[config.mk]
export PLATFORM = sky130hd
export DESIGN_NAME = ochiba_rv32im_muldiv_flat
export DESIGN_NICKNAME = d
export VERILOG_FILES = /design/src/rtl/ochiba_rv32im_muldiv_if.sv /design/src/rtl/ochiba_rv32im_muldiv.sv /design/src/flat_wrapper.sv
export SDC_FILE = /design/constraint.sdc
export NUM_CORES = 1
export LEC_CHECK = 0
export CAP_MARGIN = 20
export CORE_MARGIN = 2
export CORE_UTILIZATION = 57
export DETAILED_ROUTE_END_ITERATION = 8
export GPL_TIMING_DRIVEN = 0
export PLACE_DENSITY = 0.77
export SLEW_MARGIN = 20
export SYNTH_ARGS = -nofsm -noshare
export SYNTH_HDL_FRONTEND = slang
export SYNTH_SLANG_ARGS = --single-unit
[constraint.sdc]
create_clock -name clk -period 3.96 [get_ports clk]
set_input_delay 0.594 -clock clk [delete_from_list [all_inputs] [get_ports clk]]
set_output_delay 0.594 -clock clk [all_outputs]
set_load 0.02 [all_outputs]
[src/rtl/ochiba_rv32im_muldiv_if.sv]
// Issue/result bundle between the pipeline controller and the RV32M multiply/divide unit.
// The controller holds the master side; the unit holds the slave side.
interface ochiba_rv32im_muldiv_if;
    logic        start;
    logic [2:0]  funct3;
    logic [31:0] rs1;
    logic [31:0] rs2;
    logic        flush;
    logic        Exnow;
    logic        done;
    logic [31:0] result;

    modport master (
        output start, funct3, rs1, rs2, flush,
        input  Exnow, done, result
    );

    modport slave (
        input  start, funct3, rs1, rs2, flush,
        output Exnow, done, result
    );
endinterface

[src/rtl/ochiba_rv32im_muldiv.sv]
// Iterative RV32M unit: 32-step shift-add multiply / restoring divide on operand magnitudes,
// with the sign fixed up afterwards. Every op, including the special cases, completes at the same fixed latency.
module ochiba_rv32im_muldiv (
    input  logic                      clk,
    input  logic                      reset,
    ochiba_rv32im_muldiv_if.slave     bus
);
    localparam logic [1:0] S_IDLE = 2'd0;
    localparam logic [1:0] S_CALC = 2'd1;
    localparam logic [1:0] S_FIX  = 2'd2;
    localparam logic [1:0] S_DONE = 2'd3;

    localparam logic [2:0] F_MUL    = 3'b000;
    localparam logic [2:0] F_MULH   = 3'b001;
    localparam logic [2:0] F_MULHSU = 3'b010;
    localparam logic [2:0] F_DIV    = 3'b100;
    localparam logic [2:0] F_REM    = 3'b110;

    logic [1:0]  state;
    logic [5:0]  cnt;
    logic [2:0]  op;
    logic [31:0] opa;
    logic [63:0] acc;
    logic        neg;
    logic        spec;
    logic [31:0] spec_val;
    logic [31:0] result_q;

    // Operand decode at issue
    logic        f_div, a_signed, b_signed, sa, sb;
    logic [31:0] mag_a, mag_b;
    logic        neg_n, divz, ovf;
    logic [31:0] spec_val_n;

    always_comb begin
        f_div    = bus.funct3[2];
        a_signed = (bus.funct3 == F_MUL)  || (bus.funct3 == F_MULH) || (bus.funct3 == F_MULHSU) ||
                   (bus.funct3 == F_DIV)  || (bus.funct3 == F_REM);
        b_signed = (bus.funct3 == F_MUL)  || (bus.funct3 == F_MULH) ||
                   (bus.funct3 == F_DIV)  || (bus.funct3 == F_REM);
        sa       = a_signed & bus.rs1[31];
        sb       = b_signed & bus.rs2[31];
        mag_a    = sa ? (32'd0 - bus.rs1) : bus.rs1;
        mag_b    = sb ? (32'd0 - bus.rs2) : bus.rs2;
        // Remainder takes the dividend's sign; quotient and product take the xor.
        neg_n    = (f_div && bus.funct3[1]) ? sa : (sa ^ sb);
        divz     = f_div && (bus.rs2 == 32'd0);
        ovf      = f_div && !bus.funct3[0] &&
                   (bus.rs1 == 32'h8000_0000) && (bus.rs2 == 32'hFFFF_FFFF);
        spec_val_n = 32'd0;
        if (divz)
            spec_val_n = bus.funct3[1] ? bus.rs1 : 32'hFFFF_FFFF;
        else if (ovf)
            spec_val_n = bus.funct3[1] ? 32'd0 : 32'h8000_0000;
    end

    // One iteration step; acc holds {hi,lo} for mul and {rem,quo} for div.
    logic [32:0] mul_sum;
    logic [63:0] mul_next;
    logic [32:0] div_sh;
    logic [33:0] div_diff;
    logic [63:0] div_next;

    always_comb begin
        mul_sum  = {1'b0, acc[63:32]} + (acc[0] ? {1'b0, opa} : 33'd0);
        mul_next = {mul_sum, acc[31:1]};
        div_sh   = acc[63:31];
        div_diff = {1'b0, div_sh} - {2'b00, opa};
        if (div_diff[33])
            div_next = {div_sh[31:0], acc[30:0], 1'b0};
        else
            div_next = {div_diff[31:0], acc[30:0], 1'b1};
    end

    // Sign correction and word select
    logic [63:0] prod;
    logic [31:0] quo, rem;
    logic [31:0] fix_val;

    always_comb begin
        prod = neg ? (64'd0 - acc) : acc;
        quo  = neg ? (32'd0 - acc[31:0])  : acc[31:0];
        rem  = neg ? (32'd0 - acc[63:32]) : acc[63:32];
        if (spec)
            fix_val = spec_val;
        else if (op[2])
            fix_val = op[1] ? rem : quo;
        else if (op == F_MUL)
            fix_val = prod[31:0];
        else
            fix_val = prod[63:32];
    end

    always_ff @(posedge clk) begin
        if (!reset) begin
            state    <= S_IDLE;
            cnt      <= 6'd0;
            result_q <= 32'd0;
            op       <= 3'd0;
            opa      <= 32'd0;
            acc      <= 64'd0;
            neg      <= 1'b0;
            spec     <= 1'b0;
            spec_val <= 32'd0;
        end else if (bus.flush) begin
            state <= S_IDLE;
        end else begin
            case (state)
                S_IDLE: begin
                    if (bus.start) begin
                        op       <= bus.funct3;
                        opa      <= f_div ? mag_b : mag_a;
                        acc      <= {32'd0, f_div ? mag_a : mag_b};
                        neg      <= neg_n;
                        spec     <= divz | ovf;
                        spec_val <= spec_val_n;
                        cnt      <= 6'd0;
                        state    <= S_CALC;
                    end
                end
                S_CALC: begin
                    acc <= op[2] ? div_next : mul_next;
                    cnt <= cnt + 6'd1;
                    if (cnt == 6'd31)
                        state <= S_FIX;
                end
                S_FIX: begin
                    result_q <= fix_val;
                    state    <= S_DONE;
                end
                default: state <= S_IDLE;
            endcase
        end
    end

    assign bus.Exnow  = ((state == S_IDLE) && bus.start) || (state == S_CALC) || (state == S_FIX);
    assign bus.done   = (state == S_DONE);
    assign bus.result = result_q;
endmodule

[src/flat_wrapper.sv]
// flat-port wrapper written by rule: the top's interface ports become plain ports
module ochiba_rv32im_muldiv_flat 
  (clk, reset, bus_start, bus_funct3, bus_rs1, bus_rs2, bus_flush, bus_Exnow, bus_done, bus_result);
  ochiba_rv32im_muldiv_if bus_i ();
  input  logic clk;
  input  logic reset;
  input wire logic [$bits(bus_i.start)-1:0] bus_start;
  input wire logic [$bits(bus_i.funct3)-1:0] bus_funct3;
  input wire logic [$bits(bus_i.rs1)-1:0] bus_rs1;
  input wire logic [$bits(bus_i.rs2)-1:0] bus_rs2;
  input wire logic [$bits(bus_i.flush)-1:0] bus_flush;
  output wire logic [$bits(bus_i.Exnow)-1:0] bus_Exnow;
  output wire logic [$bits(bus_i.done)-1:0] bus_done;
  output wire logic [$bits(bus_i.result)-1:0] bus_result;
  assign bus_i.start = bus_start;
  assign bus_i.funct3 = bus_funct3;
  assign bus_i.rs1 = bus_rs1;
  assign bus_i.rs2 = bus_rs2;
  assign bus_i.flush = bus_flush;
  assign bus_Exnow = bus_i.Exnow;
  assign bus_done = bus_i.done;
  assign bus_result = bus_i.result;
  ochiba_rv32im_muldiv u_core (.clk(clk), .reset(reset), .bus(bus_i));
endmodule
== Word-level counts from Yosys, hierarchy flattened ==
Cells that the tools add are included.
Cells by class
  mux-type cells: 26
  equal/unequal tests: 12
  bitwise operators: 6
  reductions and logical operators: 25
  add/subtract/negate cells: 8
Operators with widths (number)
  32-bit two-way mux: 15
  64-bit two-way mux: 4
  64-bit case mux with 2 select lines: 1
  1-bit by 32-bit subtractor with 32-bit output, first input constant: 4
  32-bit == test, second input constant: 2
  1-bit by 64-bit subtractor with 64-bit output, first input constant: 1
  33-bit by 32-bit subtractor with 34-bit output: 1
  32-bit by 33-bit adder with 33-bit output: 1
  32-bit zero test: 1
  6-bit case mux with 2 select lines: 1
  1-bit logical OR: 8
  6-bit by 1-bit adder with 6-bit output, second input constant: 1
  3-bit == test, second input constant: 2
  6-bit by 5-bit == test with 1-bit output, second input constant: 1
  1-bit logical AND: 6
  3-bit zero test: 2
  6-bit two-way mux: 1
  2-bit case mux with 3 select lines: 1
  3-bit AND reduction: 2
  2-bit == test, second input constant: 2
  2-bit two-way mux: 2
  2-bit AND reduction: 2
  3-bit by 1-bit == test with 1-bit output, second input constant: 1
  3-bit by 2-bit == test with 1-bit output, second input constant: 1
  12 further kinds: 14
Storage, ports and cells
  word-level logic and storage cells: 86
  input bits: 71
  register bits: 173

== Logic depth before layout (Yosys ltp) ==
  word-level depth: 10
  gate-level depth with buffers: 15
  mapped depth without buffers: 14

== Worst setup path before layout ==
Ideal clock, no wire load.
  path kind: register -> register
  start point: register u_core.acc[32]
  end point: register u_core.acc[43]
  data arrival time: 3249 ps
  library setup time: 74 ps
  cell stages (with the launch flop): 14
  buffers on the path: 3
  clock period less this slack: 3324 ps
  setup slack: 636 ps
  cells stage by stage: dfxtp_1 ha_1 nor2b_1 o2111ai_1 nand3_1 a211oi_1 o211ai_1 o311ai_0 and2_1 buf_2 buf_2 buf_1 a21oi_1 o21ai_0
On the way
  word-level cells in the longest chain between the ends: 4
  elaborated cells between the ends (all ways): 5
  classes of those cells: add/sub (2); mux (3)
RTL lines
  from (decl): RTL line ochiba_rv32im_muldiv.sv:23  | logic [63:0] acc;
  from (signal assigned): RTL line ochiba_rv32im_muldiv.sv:113  | acc <= {32'd0, f_div ? mag_a : mag_b};
  from (signal assigned): RTL line ochiba_rv32im_muldiv.sv:122  | acc <= op[2] ? div_next : mul_next;
  33-bit by 32-bit subtractor with 34-bit output: RTL line ochiba_rv32im_muldiv.sv:68  | div_diff = {1'b0, div_sh} - {2'b00, opa};
  64-bit two-way mux: RTL line ochiba_rv32im_muldiv.sv:69  | if (div_diff[33])
  64-bit two-way mux *: RTL line ochiba_rv32im_muldiv.sv:122
  64-bit case mux with 2 select lines *: RTL line ochiba_rv32im_muldiv.sv:108  | case (state)
Every way passes the cells marked *; elsewhere a longest branch is shown, timed or not.
A chain may end at the register's enable or synchronous reset.

== Worst setup path after layout ==
  start point: register u_core.opa[18]
  end point: register u_core.acc[60]
On the way
  word-level cells in the longest chain between the ends: 4
  elaborated cells between the ends (all ways): 6
  classes of those cells: add/sub (2); mux (4)
RTL lines
  from (decl): RTL line ochiba_rv32im_muldiv.sv:22  | logic [31:0] opa;
  from (signal assigned): RTL line ochiba_rv32im_muldiv.sv:112  | opa <= f_div ? mag_b : mag_a;
  32-bit two-way mux / 33-bit by 32-bit subtractor with 34-bit output (equally long branches): RTL line ochiba_rv32im_muldiv.sv:65, ochiba_rv32im_muldiv.sv:68
  32-bit by 33-bit adder with 33-bit output / 64-bit two-way mux (equally long branches): RTL line ochiba_rv32im_muldiv.sv:65, ochiba_rv32im_muldiv.sv:69
  64-bit two-way mux *: RTL line ochiba_rv32im_muldiv.sv:122
  64-bit case mux with 2 select lines *: RTL line ochiba_rv32im_muldiv.sv:108
Marked as above.

==> results by stage <==
Placement:
- The post-placement cell area is 16900 um^2.
- Counting tap cells, the placed design contains a total of between 2k and 3k instances.
- The congestion estimate from routability-driven global placement came to 1.05.
- Summed over all nets, the half-perimeter wirelength after detailed placement is between 50 and 60 mm.
- Input and output buffers added on the ports amount to 102.

Pwr:
- The static leakage is approximately 6.8 nW.
- The power density of the placed cells is between 200 and 300 nW/um^2.
- VDD sags by at most between 0.2 and 0.25 mV.
- The overall power is approximately 5.2 mW.

Worst setup path:
- For the worst setup path, the data arrival time is between 4 and 5 ns.
- The depth of the worst register-to-register path is 15.
- STA puts the critical path data required time at about 4.3 ns.
- The worst setup path category is flop to flop.
- The maximum fanout encountered on the critical timing path is 10.
- The setup check on the worst reg-to-reg path leaves a slack of ~0.037 ns.
- In this run the worst setup path terminates at u_core.acc[60].
- The worst setup path is launched from a flop.
- The worst setup path is captured at a flop.
- The critical register-to-register path startpoint is u_core.opa[18].
- The worst register-to-register path ends at u_core.acc[60].
- The beginning of the critical path is u_core.opa[18].

Clock network:
- The root buffer cell chosen for the clock tree is clkbuf_16.
- The clock passes through at most 2 buffers.
- After clock tree synthesis, the flow added hold-fix buffers numbering 0.
- TritonCTS built the clock tree.
- Buffers inserted during clock tree synthesis total 17.
- The number of H-tree branching levels is 4.
- The clock sink count is ~170.
- After clock tree synthesis, the clock-pin slew on the worst setup and hold paths is ~0.080 ns.
- The later pin in the worst-skew pair is clocked with a latency of 0.47 ns.

Routing:
- The detailed-route via count is roughly 18k.
- After detailed routing, the total wire length is between 60 and 70 mm.
- For this run, the detailed router's first-pass iteration total came to 8.
- Once detail routing completed, the nets flagged for antenna violations numbered 0.
- The iteration-0 DRC count of the detailed router is 2602.
- The average detailed-routed wire length per instance is roughly 25 um.
- For this run, design rule violations remaining after detail routing come to 0.
- The average via count per standard cell is roughly 6.8.

Synthesis:
- Ranked by instance count, the synthesized netlist is headed by 257 x nand2_1, 233 x a21oi_1, 200 x o21ai_0.
- Synthesis instantiated 73 different standard cells from the library.
- Of all cell types, the one taking the most synthesized area is dfxtp_1.
- For this run, asynchronously set or reset flops after synthesis account for 0%.
- The average cell area after synthesis is 7.08 um^2.
- In the synthesized netlist the dominant register cell turns out to be dfxtp_1.
- By instance count, the leading cell after synthesis is nand2_1.
- After synthesis, the cell types taking the most area are dfxtp_1 22%, a21oi_1 7.5%, o21ai_0 6.5%, nand2_1 6.2%, xnor2_1 6.2%.
- In this run, synthesis inferred 0 flip-flops with an integrated enable.
- The cell area after technology mapping is about 15000 um^2.
- Sequential elements use between 20% and 30% of the synthesized area.
- The top-area cell type share of the netlist area is 22.4%.
- The count of state elements after synthesis is approximately 170.
- The number of synthesis warnings is 0.
- When the netlist entered floorplanning its net count stood at roughly 2.3k.
- The post-synthesis cell count is 2188.

Flow run:
- The number of max-capacitance violations reported is 0.

Die:
- The core region is about 27000 um^2.
- The width of the chip is 169 um.
- In this run the vertical extent of the chip is approximately 170 um.
- The floorplan row count is 60.
- During I/O placement, the number of pins put on the boundary was ~110.
- For this configuration, the core starts out at a cell density of ~58%.
- The die covers between 20000 and 30000 um^2.

STA:
- Measured against its own limit, the worst slew margin works out to around a third.
- For the pin with the worst max-slew slack, the measured transition is 0.980 ns.
- Based on the critical path, the design can be clocked at up to approximately 250 MHz.
- After routing, the total negative slack on setup checks comes to 0 ns.
- The minimum clock period is around 3.9 ns.
- The setup clock skew after layout is 0.0258 ns.
- Dividing the final minimum period by the clock period gives between 90% and 100%.
- Setup violations remaining at the end of the flow were counted as 0.
- The final count of hold timing violations is 0.
- The final count of pins violating max slew came to 0.
- Setup repair after global routing could not meet its margin everywhere.
- The minimum hold slack is around 0.45 ns.

GRT:
- The overflow left after global routing is 0.
- The first global-routing pass estimated around 99 mm of wire.
- The via count of the first global-routing pass is about 17k.
- The maximum number of pins on one net before global-route repair is 18.
- In the global route stage, overall resource usage came out at 45.9%.
- The number of antenna violations at the first check in global routing is 3.

Status:
- The run finished with clean final reports.

Hold path:
- The path class of the tightest hold or removal check is flop to flop.

Layout:
- After filler insertion, the fill cell instance count of the layout stands at between 2k and 2.5k.
- Summing all non-filler instances in the final layout gives an area of 17600 um^2.
- The final layout net count is around 2.5k.
- The finished layout holds 2664 standard cells, fillers aside.
- Of the cells placed in the final design, the portion with a size suffix greater than 1 is under 10%.
- The count of antenna diodes in the layout is 0.
- The layout-stage area growth over the synthesis result is 13.7%.
-- metrics by stage --
stage / util, % / worst slack (ns)
global route: 65.7 / -0.134
floorplan: - / 0.636
CTS: 65.5 / 0.0233
detailed placement: 63.2 / -0.708
global placement: 63.2 / -0.690
finish: 65.7 / 0.0369
-- how the worst min path moves through the flow --
stage	from	slack [ns]	end	cells past startpoint
after floorplan	u_core.spec_val[0]	0.43	u_core.spec_val[0]	2
after global placement	u_core.opa[19]	0.44	u_core.opa[19]	2
after detailed placement	u_core.opa[4]	0.45	u_core.opa[4]	2
after CTS	u_core.opa[4]	0.46	u_core.opa[4]	2
after global routing	u_core.opa[4]	0.47	u_core.opa[4]	2
final	u_core.opa[4]	0.45	u_core.opa[4]	2
-- state kept, by name, summed over array words and instances (netlist names) --
register / count
u_core.acc: 64
u_core.bus.result: 32
u_core.cnt: 6
u_core.neg: 1
u_core.op: 3
u_core.opa: 32
u_core.spec: 1
u_core.spec_val: 32
u_core.state: 2
-- worst max-delay path, cell delays in order (launching register included) --
cell	delay, ns
dfxtp_1	0.46
inv_1	0.13
ha_1	0.28
clkbuf_1	0.30
and4_1	0.26
and3_1	0.18
inv_1	0.05
or3_1	0.35
o211ai_1	0.41
o311ai_2	0.16
and2_1	0.19
buf_2	0.18
clkbuf_4	0.23
nand2_1	0.22
o221ai_1	0.15
o31ai_1	0.27
-- cells in the final DEF, fill, tap and decap left out, types with 11 or more instances in the layout --
| cell type | synthesis | final |
|---|---|---|
| nor2_1 | 189 | 189 |
| a21o_1 | 36 | 36 |
| o41ai_1 | 16 | 16 |
| and3_1 | 25 | 25 |
| nand2_1 | 257 | 257 |
| or2_2 | 16 | 16 |
| a211oi_1 | 38 | 36 |
| dfxtp_1 | 173 | 170 |
| ha_1 | 74 | 74 |
| nand4_1 | 18 | 18 |
| o21ai_0 | 200 | 200 |
| o211ai_1 | 34 | 34 |
| a221oi_1 | 18 | 16 |
| o221ai_1 | 16 | 16 |
| a21oi_1 | 233 | 232 |
| or3_1 | 29 | 29 |
| xor2_1 | 90 | 90 |
| clkdlybuf4s50_1 | 0 | 102 |
| xnor2_1 | 109 | 109 |
| inv_1 | 74 | 74 |
| a22oi_1 | 19 | 19 |
| nor3_1 | 49 | 48 |
| nor4_1 | 16 | 16 |
| o21a_1 | 14 | 14 |
| o31ai_1 | 31 | 31 |
| clkbuf_16 | 0 | 17 |
| mux2i_1 | 35 | 35 |
| nand2b_1 | 17 | 17 |
| buf_1 | 12 | 11 |
| a31oi_1 | 18 | 18 |
| or4_1 | 18 | 18 |
| nand3_1 | 35 | 34 |
| clkbuf_1 | 152 | 149 |
| mux2_2 | 14 | 14 |
-- cells by family (layout without fill, tap and decap cells) --
group                    count (synthesis)  in the layout  share of synthesized area [%]
AO/OA/AOI/OAI                          745            745                           29.9
AND/OR/NAND/NOR                        701            701                           20.9
buffers and inverters                  244            379                           6.00
XOR/XNOR                               199            199                           11.3
flip-flops                             173            173                           22.4
adder cells (fa/ha/maj)                 76             76                           6.24
multiplexers                            50             50                           3.42
-- power by group --
group	internal [mW]	switching (mW)
sequential	1.79	0.0747
clock	0.899	0.879
combinational	0.531	0.983
-- per-layer routing --
| metal | global-route usage (%) | wire length (um) | vias to the layer above |
|---|---|---|---|
| li1 | - | - | 8136 |
| met1 | 57.2 | 25100 | 8452 |
| met2 | 68.8 | 27800 | 1258 |
| met3 | 13.6 | 8460 | 287 |
| met4 | 30.5 | 5220 | 6 |
| met5 | 0 | 72 | - |
-- area by class of cell --
cell class	instances	area, um^2	share of cell area [%]
clock buffers	19	433	2.46
repair buffers	103	1030	5.84
inverters	74	278	1.58
multi-input cells	1771	11200	63.4
flip-flops and latches	173	3470	19.7
clock inverters	13	151	0.860
plain buffers	170	667	3.79
well taps	341	427	2.42
-- what timing repair did --
action                                  CTS  global route
hold endpoints to repair                  0             0
resized for setup                         8            22
endpoints found under the setup margin   38            58
setup buffers                             0             1
pin swaps                                 0             1
Note: power is estimated with default switching activity, not from simulation.
